`src/rtl/csi2tx_n_lane_ldl_pkg.sv`:
```
// Shared definitions for the CSI-2 TX lane distribution layer: state encoding,
// short-packet size and lane-count legality helpers.
package csi2tx_n_lane_ldl_pkg;

  typedef enum logic [2:0] {
    IDLE       = 3'd0,
    RD_HDR     = 3'd1,
    DLY        = 3'd2,
    XFER       = 3'd3,
    STOP_STATE = 3'd4,
    HS_EXIT    = 3'd5
  } ldl_state_e;

  localparam int CSI2TX_SP_BYTES = 4;

  // Bit n set means a lane count of n is a legal encoding (1, 2, 4, 8).
  localparam logic [15:0] CSI2TX_LANE_MASK = 16'h0116;

  function automatic logic lane_cnt_legal(input logic [3:0] cnt, input int num_lanes);
    return CSI2TX_LANE_MASK[cnt] && (int'(cnt) <= num_lanes);
  endfunction

  // Index of the last byte slice of a FIFO word for a given lane count.
  function automatic logic [2:0] slice_max(input logic [3:0] lanes);
    case (lanes)
      4'd1:    return 3'd7;
      4'd2:    return 3'd3;
      4'd4:    return 3'd1;
      default: return 3'd0;
    endcase
  endfunction

endpackage

```
`src/rtl/csi2tx_n_lane_ldl_if.sv`:
```
// FIFO-side and PPI-side signal bundle of the lane distribution layer.
interface csi2tx_n_lane_ldl_if #(
  parameter int NUM_LANES = 8,
  parameter int FIFO_DW   = 64,
  parameter int BC_W      = 17
);
  logic                     csi_byte_fifo_empty;
  logic                     short_packet;
  logic [BC_W-1:0]          packet_byte_cnt;
  logic [FIFO_DW-1:0]       fifo_rd_data;
  logic                     fifo_rd_en;
  logic                     header_info;
  logic [8*NUM_LANES-1:0]   txdatahs;
  logic [NUM_LANES-1:0]     txrequesths;
  logic [NUM_LANES-1:0]     txreadyhs;

  modport master (
    input  csi_byte_fifo_empty, short_packet, packet_byte_cnt, fifo_rd_data, txreadyhs,
    output fifo_rd_en, header_info, txdatahs, txrequesths
  );

  modport slave (
    output csi_byte_fifo_empty, short_packet, packet_byte_cnt, fifo_rd_data, txreadyhs,
    input  fifo_rd_en, header_info, txdatahs, txrequesths
  );
endinterface

```
`src/rtl/csi2tx_n_lane_ldl_byte_mux.sv`:
```
// Combinational selector: routes byte (slice*lanes + k) of the current FIFO word
// onto lane k; unrequested or inactive lanes drive zero.
module csi2tx_ldl_byte_mux #(
  parameter int NUM_LANES = 8,
  parameter int FIFO_DW   = 64
) (
  input  logic [FIFO_DW-1:0]     word,
  input  logic [2:0]             slice,
  input  logic [3:0]             lanes,
  input  logic [NUM_LANES-1:0]   lane_en,
  output logic [8*NUM_LANES-1:0] data
);

  logic [2:0] sel [NUM_LANES];

  // NOTE: every output gets a default before the loop so no path leaves it
  // unassigned, which would otherwise infer a latch.
  always_comb begin
    data = '0;
    for (int k = 0; k < NUM_LANES; k++) begin
      sel[k] = 3'(int'(slice) * int'(lanes) + k);
      if (lane_en[k] && (k < int'(lanes))) begin
        data[8*k +: 8] = word[8*sel[k] +: 8];
      end
    end
  end

endmodule

```
`src/rtl/csi2tx_n_lane_ldl.sv`:
```
// Lane distribution layer: reads a packet header word, spreads packet bytes
// round-robin over the active PPI lanes, then sequences stop state and HS exit.
module csi2tx_n_lane_ldl
  import csi2tx_n_lane_ldl_pkg::*;
#(
  parameter int NUM_LANES = 8,
  parameter int FIFO_DW   = 64,
  parameter int BC_W      = 17
) (
  input  logic               txbyteclkhs,
  input  logic               txbyteclkhs_rst_n,
  input  logic               tinit_start,
  input  logic [3:0]         lane_cnt,
  input  logic               enable_hs_transmission,
  input  logic               forcetxstopmode,
  input  logic               stop_state_dl,
  input  logic               hs_exit_cnt_expired,
  csi2tx_n_lane_ldl_if.master bus,
  output logic               tx_done,
  output logic               hs_exit_cnt_decr_enable,
  output logic               lane_cfg_err
);

  ldl_state_e           state_q, state_d;
  logic [3:0]           lanes_q, lanes_d;
  logic [BC_W-1:0]      rem_q, rem_d;
  logic [2:0]           slice_q, slice_d;

  logic                 abort;
  logic                 legal;
  logic [NUM_LANES-1:0] req;
  logic                 beat;
  logic                 last_beat;
  logic                 slice_wrap;
  logic [BC_W-1:0]      lanes_ext;
  logic [BC_W-1:0]      take;
  logic                 rd_en;
  logic                 unused_ready;

  // Only lane 0's ready acts as the beat strobe; the other bits are ignored.
  assign unused_ready = ^bus.txreadyhs;

  assign abort      = forcetxstopmode | ~tinit_start;
  assign legal      = lane_cnt_legal(lane_cnt, NUM_LANES);
  assign lanes_ext  = BC_W'(lanes_q);
  assign take       = (rem_q < lanes_ext) ? rem_q : lanes_ext;
  assign slice_wrap = (slice_q == slice_max(lanes_q));

  always_comb begin
    req = '0;
    for (int k = 0; k < NUM_LANES; k++) begin
      req[k] = (state_q == XFER) && (k < int'(lanes_q)) && (rem_q > BC_W'(k)) && !abort;
    end
  end

  assign beat      = req[0] & bus.txreadyhs[0];
  assign last_beat = beat && (rem_q <= lanes_ext);

  always_comb begin
    state_d = state_q;
    lanes_d = lanes_q;
    rem_d   = rem_q;
    slice_d = slice_q;
    rd_en   = 1'b0;
    case (state_q)
      IDLE: begin
        if (enable_hs_transmission && !bus.csi_byte_fifo_empty && legal) begin
          state_d = RD_HDR;
          lanes_d = lane_cnt;
        end
      end
      RD_HDR: begin
        rd_en   = 1'b1;
        state_d = DLY;
      end
      DLY: begin
        // A zero long-packet count is treated as a bare header.
        rem_d   = (bus.short_packet || (bus.packet_byte_cnt == '0))
                  ? BC_W'(CSI2TX_SP_BYTES) : bus.packet_byte_cnt;
        slice_d = '0;
        state_d = XFER;
      end
      XFER: begin
        if (beat) begin
          rem_d   = rem_q - take;
          slice_d = slice_wrap ? 3'd0 : slice_q + 3'd1;
          if (last_beat) state_d = STOP_STATE;
          else if (slice_wrap) rd_en = 1'b1;
        end
      end
      STOP_STATE: if (stop_state_dl)       state_d = HS_EXIT;
      HS_EXIT:    if (hs_exit_cnt_expired) state_d = IDLE;
      default:    state_d = IDLE;
    endcase
    if (abort) begin
      state_d = IDLE;
      rem_d   = '0;
      slice_d = '0;
      rd_en   = 1'b0;
    end
  end

  // NOTE: sequential state uses non-blocking assignments so every register
  // samples pre-edge values regardless of statement order.
  always_ff @(posedge txbyteclkhs or negedge txbyteclkhs_rst_n) begin
    if (!txbyteclkhs_rst_n) begin
      state_q <= IDLE;
      lanes_q <= '0;
      rem_q   <= '0;
      slice_q <= '0;
    end else begin
      state_q <= state_d;
      lanes_q <= lanes_d;
      rem_q   <= rem_d;
      slice_q <= slice_d;
    end
  end

  csi2tx_ldl_byte_mux #(
    .NUM_LANES (NUM_LANES),
    .FIFO_DW   (FIFO_DW)
  ) u_byte_mux (
    .word    (bus.fifo_rd_data),
    .slice   (slice_q),
    .lanes   (lanes_q),
    .lane_en (req),
    .data    (bus.txdatahs)
  );

  assign bus.txrequesths       = req;
  assign bus.fifo_rd_en        = rd_en;
  assign bus.header_info       = (state_q == DLY);
  assign tx_done               = (state_q == STOP_STATE);
  assign hs_exit_cnt_decr_enable = (state_q == HS_EXIT);
  assign lane_cfg_err          = (state_q == IDLE) && !legal;

endmodule

```
`src/flat_wrapper.sv`:
```
// flat-port wrapper written by rule: the top's interface ports become plain ports
module csi2tx_n_lane_ldl_flat import csi2tx_n_lane_ldl_pkg::*;
#(
  parameter int NUM_LANES = 8,
  parameter int FIFO_DW   = 64,
  parameter int BC_W      = 17
)
  (txbyteclkhs, txbyteclkhs_rst_n, tinit_start, lane_cnt, enable_hs_transmission, forcetxstopmode, stop_state_dl, hs_exit_cnt_expired, tx_done, hs_exit_cnt_decr_enable, lane_cfg_err, bus_csi_byte_fifo_empty, bus_short_packet, bus_packet_byte_cnt, bus_fifo_rd_data, bus_txreadyhs, bus_fifo_rd_en, bus_header_info, bus_txdatahs, bus_txrequesths);
  csi2tx_n_lane_ldl_if #(.NUM_LANES(NUM_LANES), .FIFO_DW(FIFO_DW), .BC_W(BC_W)) bus_i ();
  input  logic txbyteclkhs;
  input  logic txbyteclkhs_rst_n;
  input  logic tinit_start;
  input  logic [3:0] lane_cnt;
  input  logic enable_hs_transmission;
  input  logic forcetxstopmode;
  input  logic stop_state_dl;
  input  logic hs_exit_cnt_expired;
  output logic tx_done;
  output logic hs_exit_cnt_decr_enable;
  output logic lane_cfg_err;
  input wire logic [$bits(bus_i.csi_byte_fifo_empty)-1:0] bus_csi_byte_fifo_empty;
  input wire logic [$bits(bus_i.short_packet)-1:0] bus_short_packet;
  input wire logic [$bits(bus_i.packet_byte_cnt)-1:0] bus_packet_byte_cnt;
  input wire logic [$bits(bus_i.fifo_rd_data)-1:0] bus_fifo_rd_data;
  input wire logic [$bits(bus_i.txreadyhs)-1:0] bus_txreadyhs;
  output wire logic [$bits(bus_i.fifo_rd_en)-1:0] bus_fifo_rd_en;
  output wire logic [$bits(bus_i.header_info)-1:0] bus_header_info;
  output wire logic [$bits(bus_i.txdatahs)-1:0] bus_txdatahs;
  output wire logic [$bits(bus_i.txrequesths)-1:0] bus_txrequesths;
  assign bus_i.csi_byte_fifo_empty = bus_csi_byte_fifo_empty;
  assign bus_i.short_packet = bus_short_packet;
  assign bus_i.packet_byte_cnt = bus_packet_byte_cnt;
  assign bus_i.fifo_rd_data = bus_fifo_rd_data;
  assign bus_i.txreadyhs = bus_txreadyhs;
  assign bus_fifo_rd_en = bus_i.fifo_rd_en;
  assign bus_header_info = bus_i.header_info;
  assign bus_txdatahs = bus_i.txdatahs;
  assign bus_txrequesths = bus_i.txrequesths;
  csi2tx_n_lane_ldl #(.NUM_LANES(NUM_LANES), .FIFO_DW(FIFO_DW), .BC_W(BC_W)) u_core (.txbyteclkhs(txbyteclkhs), .txbyteclkhs_rst_n(txbyteclkhs_rst_n), .tinit_start(tinit_start), .lane_cnt(lane_cnt), .enable_hs_transmission(enable_hs_transmission), .forcetxstopmode(forcetxstopmode), .stop_state_dl(stop_state_dl), .hs_exit_cnt_expired(hs_exit_cnt_expired), .bus(bus_i), .tx_done(tx_done), .hs_exit_cnt_decr_enable(hs_exit_cnt_decr_enable), .lane_cfg_err(lane_cfg_err));
endmodule
```
`config.mk`:
```
export PLATFORM = sky130hd
export DESIGN_NAME = csi2tx_n_lane_ldl_flat
export DESIGN_NICKNAME = d
export VERILOG_FILES = /design/src/rtl/csi2tx_n_lane_ldl_pkg.sv /design/src/rtl/csi2tx_n_lane_ldl_if.sv /design/src/rtl/csi2tx_n_lane_ldl_byte_mux.sv /design/src/rtl/csi2tx_n_lane_ldl.sv /design/src/flat_wrapper.sv
export SDC_FILE = /design/constraint.sdc
export NUM_CORES = 1
export LEC_CHECK = 0
export CAP_MARGIN = 20
export CORE_AREA = 4 4 107 109
export DETAILED_ROUTE_END_ITERATION = 7
export DIE_AREA = 0 0 111 113
export HOLD_SLACK_MARGIN = 0.15
export PLACE_DENSITY = 0.82
export SYNTH_ARGS = -nofsm -noshare
export SYNTH_HDL_FRONTEND = slang
export SYNTH_SLANG_ARGS = --single-unit
```
`constraint.sdc`:
```
create_clock -name txbyteclkhs -period 5.55 [get_ports txbyteclkhs]
set_clock_uncertainty 0.1 [all_clocks]
set_input_delay 1.3875 -clock txbyteclkhs [delete_from_list [all_inputs] [get_ports txbyteclkhs]]
set_output_delay 1.3875 -clock txbyteclkhs [all_outputs]
set_load 0.005 [all_outputs]
```
==> results of run 1 <==
worst register-to-register path: cells and delay by family (launching register included):
| family | cells | cell delay (ns) |
|---|---|---|
| AO/OA/AOI/OAI | 3 | 0.78 |
| adder cells (fa/ha/maj) | 2 | 0.60 |
| flip-flops | 1 | 0.42 |
| multiplexers | 1 | 0.39 |
| AND/OR/NAND/NOR | 7 | 2.13 |
cells in the mapped netlist (2+ instances only):
| library cell | number |
|---|---|
| xor2_1 | 5 |
| o21a_1 | 3 |
| mux2i_1 | 161 |
| dfrtp_1 | 27 |
| nand2b_1 | 5 |
| nor3_1 | 12 |
| o31ai_1 | 3 |
| o31a_1 | 2 |
| o21ai_0 | 12 |
| inv_1 | 21 |
| nor2b_1 | 5 |
| a21oi_1 | 71 |
| inv_2 | 2 |
| a221o_1 | 3 |
| buf_4 | 3 |
| o22a_1 | 5 |
| a211o_1 | 4 |
| or4_1 | 3 |
| and2_1 | 3 |
| a211oi_1 | 2 |
| buf_2 | 15 |
| ha_1 | 13 |
| or3_1 | 4 |
| o41ai_1 | 2 |
| nand2_1 | 89 |
| and3_1 | 3 |
| buf_1 | 3 |
| mux2_2 | 2 |
| o211ai_1 | 2 |
| nand3b_1 | 2 |
| nand3_1 | 10 |
| nor2_1 | 71 |
| nand4_1 | 5 |
| clkbuf_1 | 20 |
| xnor2_2 | 3 |
| nor4_1 | 11 |
| a31oi_1 | 7 |
kinds of logic after synthesis:
kind of cell	after synthesis	share of synthesized area
compound gates	129	0.171
xor+xnor	8	0.0196
fa+ha+maj	14	0.0387
buf+inv	66	0.0604
flops	27	0.143
mux	163	0.346
simple gates	231	0.221
layer usage:
metal,part of all wire,GRT usage,up-vias
met2,0.51,0.511,275
met3,0.061,0.0321,33
met1,0.40,0.317,2683
met4,0.030,0.0780,0
li1,-,-,2608
met5,0,0,-
final timing paths:
kind / from / end / slack (ns) / depth (start not counted)
max in group asynchronous: txbyteclkhs_rst_n / u_core.rem_q[0] / 3.68 / 2
hold / removal: u_core.rem_q[6] / u_core.rem_q[6] / 0.46 / 2
setup reg to reg: u_core.rem_q[7] / u_core.rem_q[12] / 1.07 / 13
min in group asynchronous: txbyteclkhs_rst_n / u_core.slice_q[1] / 1.39 / 2
setup / recovery: tinit_start / bus_txdatahs[53] / 0.32 / 6
hold reg to reg: u_core.rem_q[6] / u_core.rem_q[6] / 0.46 / 2
power groups by stage:
stage	clock, µW	sequential [µW]	combinational, µW
after global routing	124	253	418
after global placement	0	251	358
after floorplan	0	229	241
final	114	250	381
after detailed placement	0	252	372
after CTS	116	248	375
state kept, by name, summed over array words and instances, names as in the netlist:
register	cells
u_core.rem_q	17
u_core.lanes_q	4
u_core.slice_q	3
u_core.state_q	3
final cells by class:
class                           instances  area (µm²)
Sequential cell                        27         676
Clock buffer                            4        45.0
Fill cell                             954        4000
Tap cell                              140         175
Timing Repair Buffer                  187        1840
Inverter                               24        90.1
Multi-Input combinational cell        545        3770
through the flow:
stage	hold slack [ns]	instance area [µm²]	setup slack (ns)	instances	total power (µW)
2_1_floorplan	0.398	4730	0.676	638	471
3_3_place_gp	0.425	6530	0.410	921	608
6_report	0.460	6600	0.318	927	745
4_1_cts	0.452	6600	0.419	927	739
5_1_grt	0.500	6600	0.291	927	795
3_5_place_dp	0.432	6560	0.408	923	625
==> key figures, run 1 <==
Run status
  • Outcome: finished clean

Clocking
  • CTS Sinks: 27
  • Hold buffer count at cts: 0
  • CTS buffer count: 3
  • Post-CTS Setup Inserts: 0
  • Clock root cell: clkbuf_8
  • Clk buf depth: 2
  • Htree depth: 1
  • TritonCTS clock tree: built
  • Reg clk slew, reported paths: 0.09 ns
  • Post-cts resize count: 0
  • Worst skew pair latency: 0.28 ns

Worst setup path
  • Max stage delay on crit path: 0.56 ns
  • Worst path required time: 4.06 ns
  • CP startpoint kind: input port
  • Top cell by count, worst path: clkdlybuf4s50_1
  • Kind of critical path: in2out
  • CP Capture Type: output pin
  • Crit path cell chain: clkdlybuf4s50_1 -> nor2b_1 -> nand2_1 -> a221o_1 -> a21oi_1 -> clkdlybuf4s50_1
  • Crit path buf inv count: 2
  • Slowest cell on crit path: clkdlybuf4s50_1
  • CP arrival: 3.74 ns
  • Crit path max fanout: 11
  • CP top delay family: buffers and inverters

Power
  • Flop pwr share: 0.336
  • Leakage: 0.00294 µW
  • NetSw: 308 µW
  • Pint: 437 µW
  • Switch share: 0.414
  • P per Cell Area: 113 nW/µm²
  • Peak VDD IR: 0.112 mV
  • Combinational Power Share: 0.511
  • Clock power share: 0.153

Placed design
  • HPWL Detailed: 14400 µm
  • RD Place Congestion: 0.936
  • PortBufs: 171

Timing
  • Tmin final: 5.23 ns
  • Final hold violations: 0
  • Max-slew violations: 0
  • Period utilization: 0.943
  • Setup TNS: 0 ns
  • Peak Freq: 191 MHz
  • Final setup fails: 0
  • Worst rel slew slack: 0.408
  • RSZ-0062 raised after global routing: no
  • Slew @ Worst Pin: 0.887 ns

Synth
  • Post-synth EDFFs: 0
  • Sequential fraction of the synthesis area: 0.143
  • YS warnings: 0
  • Post-synthesis instance area: 4730 µm²
  • Cell taking the most area after synthesis: mux2i_1
  • Synth top area cells: mux2i_1 (34%), dfrtp_1 (14%), a21oi_1 (7.5%)
  • Most frequently used flop master after synthesis: dfrtp_1
  • Count of cell types in the netlist: 61
  • Post-Syn Instances: 638
  • Syn Nets: 754
  • Async SR Flop Fraction: 1.00
  • Share of the synthesized area in the top cell type: 0.341
  • Syn Area/Cell: 7.41 µm²
  • FF+latch count, synth: 27

Drt
  • Via-per-instance ratio: 6.04
  • WL/cell: 19.5 µm
  • DRC errors left: 0
  • Initial drt markers: 443
  • Vias: 5599
  • Post-DRT Antenna Nets: 0
  • Routed wire length: 18000 µm
  • First-pass DRT Iterations: 5

Die
  • Row Count: 38
  • Initial core utilization: 0.446
  • Vert. Die Dim: 113 µm
  • Core area: 10600 µm²
  • # IOs: 179
  • Die ar.: 12500 µm²
  • Die Width: 111 µm

GRT
  • Initial antenna violation count: 0
  • First-pass GRT wire length: 27900 µm
  • Largest net degree at the start of global routing: 33
  • Global route overflow: 0
  • Vias in the first global route: 5397
  • Total track usage: 0.269

Worst hold path
  • Min-Delay Path Class: reg2reg

Cells and area
  • Synthesis-to-layout area growth: 39.7%
  • Ant. Diodes: 0
  • Final net count: 904
  • Layout cells sized above 1: 0.0445
  • Commonest non-fill, non-tap cell in the layout: clkdlybuf4s50_1
  • Fin util: 0.623
  • Commonest non-fill, non-tap cells in the layout: clkdlybuf4s50_1 (171), mux2i_1 (161), nand2_1 (88)

Job
  • Maxcap violations: 0
Note: power is estimated with default switching activity, not from simulation.
==> inputs of run 2 (changes only) <==
--- a/config.mk
+++ b/config.mk
@@ -6,11 +6,12 @@
 export NUM_CORES = 1
 export LEC_CHECK = 0
 export CAP_MARGIN = 20
-export CORE_AREA = 4 4 107 109
+export CORE_AREA = 4 4 114 116
 export DETAILED_ROUTE_END_ITERATION = 7
-export DIE_AREA = 0 0 111 113
+export DIE_AREA = 0 0 118 120
+export GPL_TIMING_DRIVEN = 0
 export HOLD_SLACK_MARGIN = 0.15
-export PLACE_DENSITY = 0.82
+export PLACE_DENSITY = 0.73
 export SYNTH_ARGS = -nofsm -noshare
 export SYNTH_HDL_FRONTEND = slang
 export SYNTH_SLANG_ARGS = --single-unit
==> run 2 against run 1 <==
  * Utilization decreased by 5.5 points
  * First-iteration DRC count grew 9.5%
  * Register-to-register slack got worse by 0.06 ns
  * Sequential share of layout area shrank 0.24 points
  * Fmax is 3.8% lower
  * Non-clock buffer count up 25
  * Hold slack gained 0.00069 ns
  * Total power grew 10%
  * Largest cell class unchanged
==> key figures, run 2 (synthesis results as in run 1) <==
Placed design
  • Setup slack at placement: -0.706 ns (was 0.408 ns)
  • # placed instances: 957 (was 923)
  • RD Place Congestion: 0.945 (was 0.936)
  • PortBufs: 171 (unchanged)
  • HPWL Detailed: 16500 µm (was 14400 µm)

Worst setup path
  • Crit path max fanout: 10 (was 11)
  • CP arrival: 3.95 ns (was 3.74 ns)
  • Worst R2R Path Depth: 13 (unchanged)
  • CP Capture Type: output pin (unchanged)
  • Reg-to-reg setup timing slack: 1.01 ns (was 1.07 ns)
  • Setup crit end: bus_txdatahs[25] (was bus_txdatahs[53])
  • CP startpoint kind: input port (unchanged)
  • Max stage delay on crit path: 0.54 ns (was 0.56 ns)
  • Crit path buf inv count: 4 (was 2)
  • Kind of critical path: in2out (unchanged)
  • Worst path required time: 4.06 ns (about the same)
  • Crit path cell chain: clkdlybuf4s50_1 -> nand2b_1 -> clkbuf_1 -> nor2_1 -> clkbuf_2 -> o311ai_2 -> nor2_1 -> clkdlybuf4s50_1 (was clkdlybuf4s50_1 -> nor2b_1 -> nand2_1 -> a221o_1 -> a21oi_1 -> clkdlybuf4s50_1)
  • R2r startpoint: u_core.rem_q[12] (was u_core.rem_q[7])
  • CP top delay family: buffers and inverters (unchanged)
  • Worst R2R End: u_core.rem_q[12] (unchanged)
  • Levels on crit path: 8 (was 6)
  • Slowest cell on crit path: clkdlybuf4s50_1 (unchanged)
  • Critical path origin: forcetxstopmode (was tinit_start)

Cells and area
  • Commonest non-fill, non-tap cells in the layout: clkdlybuf4s50_1 (171), mux2i_1 (161), nand2_1 (89) (was clkdlybuf4s50_1 (171), mux2i_1 (161), nand2_1 (88))
  • Synthesis-to-layout area growth: 43.1% (was 39.7%)
  • Fin util: 0.568 (was 0.623)
  • Commonest non-fill, non-tap cell in the layout: clkdlybuf4s50_1 (unchanged)
  • Largest register by flop count: u_core.rem_q (unchanged)
  • Ant. Diodes: 0 (unchanged)
  • Max reg flops: 17 (unchanged)
  • Non-Filler Instances: 959 (was 927)
  • Layout cells sized above 1: 0.0591 (was 0.0445)
  • Biggest regs: u_core.rem_q: 17 flops, u_core.lanes_q: 4 flops (unchanged)
  • Final net count: 929 (was 904)

GRT
  • First-pass GRT wire length: 31700 µm (was 27900 µm)
  • Initial antenna violation count: 0 (unchanged)
  • Largest net degree at the start of global routing: 17 (was 33)
  • Vias in the first global route: 5991 (was 5397)
  • Global route overflow: 0 (unchanged)
  • Total track usage: 0.274 (was 0.269)

Timing
  • Max-slew violations: 0 (unchanged)
  • Final hold violations: 0 (unchanged)
  • Final setup fails: 0 (unchanged)
  • Setup ws final: 0.110 ns (was 0.318 ns)
  • Worst Hold Margin: 0.461 ns (was 0.460 ns)
  • Slew @ Worst Pin: 0.934 ns (was 0.887 ns)
  • Period utilization: 0.980 (was 0.943)
  • Peak Freq: 184 MHz (was 191 MHz)
  • RSZ-0062 raised after global routing: no (unchanged)
  • Tmin final: 5.44 ns (was 5.23 ns)
  • Worst rel slew slack: 0.376 (was 0.408)

Drt
  • WL/cell: 21.2 µm (was 19.5 µm)
  • Routed wire length: 20300 µm (was 18000 µm)
  • Via-per-instance ratio: 5.99 (was 6.04)
  • First-pass DRT Iterations: 5 (unchanged)
  • Vias: 5749 (was 5599)
  • DRC errors left: 0 (unchanged)
  • Initial drt markers: 485 (was 443)
  • Post-DRT Antenna Nets: 0 (unchanged)

Run status
  • Outcome: finished clean (unchanged)

Clocking
  • Clk buf depth: 2 (unchanged)
  • Hold buffer count at cts: 0 (unchanged)
  • Clock root cell: clkbuf_16 (was clkbuf_8)
  • CTS buffer count: 3 (unchanged)
  • Htree depth: 1 (unchanged)
  • Reg clk slew, reported paths: 0.08 ns (was 0.09 ns)
  • Post-CTS Setup Inserts: 0 (unchanged)
  • TritonCTS clock tree: built (unchanged)
  • CTS Sinks: 27 (unchanged)
  • Worst skew pair latency: 0.27 ns (was 0.28 ns)

Die
  • Row Count: 40 (was 38)
  • Die ar.: 14200 µm² (was 12500 µm²)
  • Initial core utilization: 0.397 (was 0.446)
  • Die Width: 118 µm (was 111 µm)
  • # IOs: 179 (unchanged)
  • Vert. Die Dim: 120 µm (was 113 µm)
  • Core area: 11900 µm² (was 10600 µm²)

Power
  • Peak VDD IR: 0.111 mV (was 0.112 mV)
  • P per Cell Area: 121 nW/µm² (was 113 nW/µm²)
  • Leakage: 0.00301 µW (was 0.00294 µW)

Job
  • Maxcap violations: 0 (unchanged)

Worst hold path
  • Hold depth: 2 (unchanged)
  • Min-Delay Path Class: reg2reg (unchanged)
run 2: area by class of cell:
class                           instances  area, µm²
Multi-Input combinational cell        545       3790
Sequential cell                        27        676
Clock buffer                            3       75.1
Timing Repair Buffer                  172       1740
Buffer                                 40        208
Clock inverter                          1       5.00
Fill cell                            1174       5150
Inverter                               24       90.1
Tap cell                              147        184
run 2: how the worst min path moves through the flow:
stage / from / end
6_report: u_core.rem_q[6] / u_core.rem_q[6]
4_1_cts: u_core.rem_q[9] / u_core.rem_q[9]
5_1_grt: u_core.rem_q[9] / u_core.rem_q[9]
2_1_floorplan: u_core.rem_q[6] / u_core.rem_q[6]
3_5_place_dp: u_core.rem_q[9] / u_core.rem_q[9]
3_3_place_gp: u_core.rem_q[6] / u_core.rem_q[6]
run 2: report_power, final:
part	internal (µW)	switching, µW
clock network	97.7	76.6
registers	213	25.8
logic	178	230
run 2: worst reg2reg max path: cells and delay by family (launching register included):
kind,cells,cell delay (ns)
AOI/OAI and AO/OA,3,0.77
adders and majority gates,2,0.60
DFF,1,0.42
muxes,1,0.39
and+or+nand+nor,7,2.17
run 2: repair_timing:
| action | CTS | global route |
|---|---|---|
| resized for setup | 13 | 7 |
| pin swaps | 0 | 0 |
| gates cloned | 0 | 0 |
| setup endpoints to repair | 42 | 40 |
run 2: per-layer routing:
layer	share of wire	up-vias	track usage
li1	-	2660	-
met1	0.39	2730	0.310
met2	0.51	314	0.518
met3	0.073	45	0.0490
met4	0.029	0	0.0864
met5	0	-	0
run 2: stage by stage:
step           power, µW  cell area (µm²)  TNS [ns]
6_report             821             6760         0
5_1_grt              864             6760         0
4_1_cts              811             6750         0
3_5_place_dp         640             6650    -20.80
3_3_place_gp         623             6620    -17.09
2_1_floorplan        471             4730         0
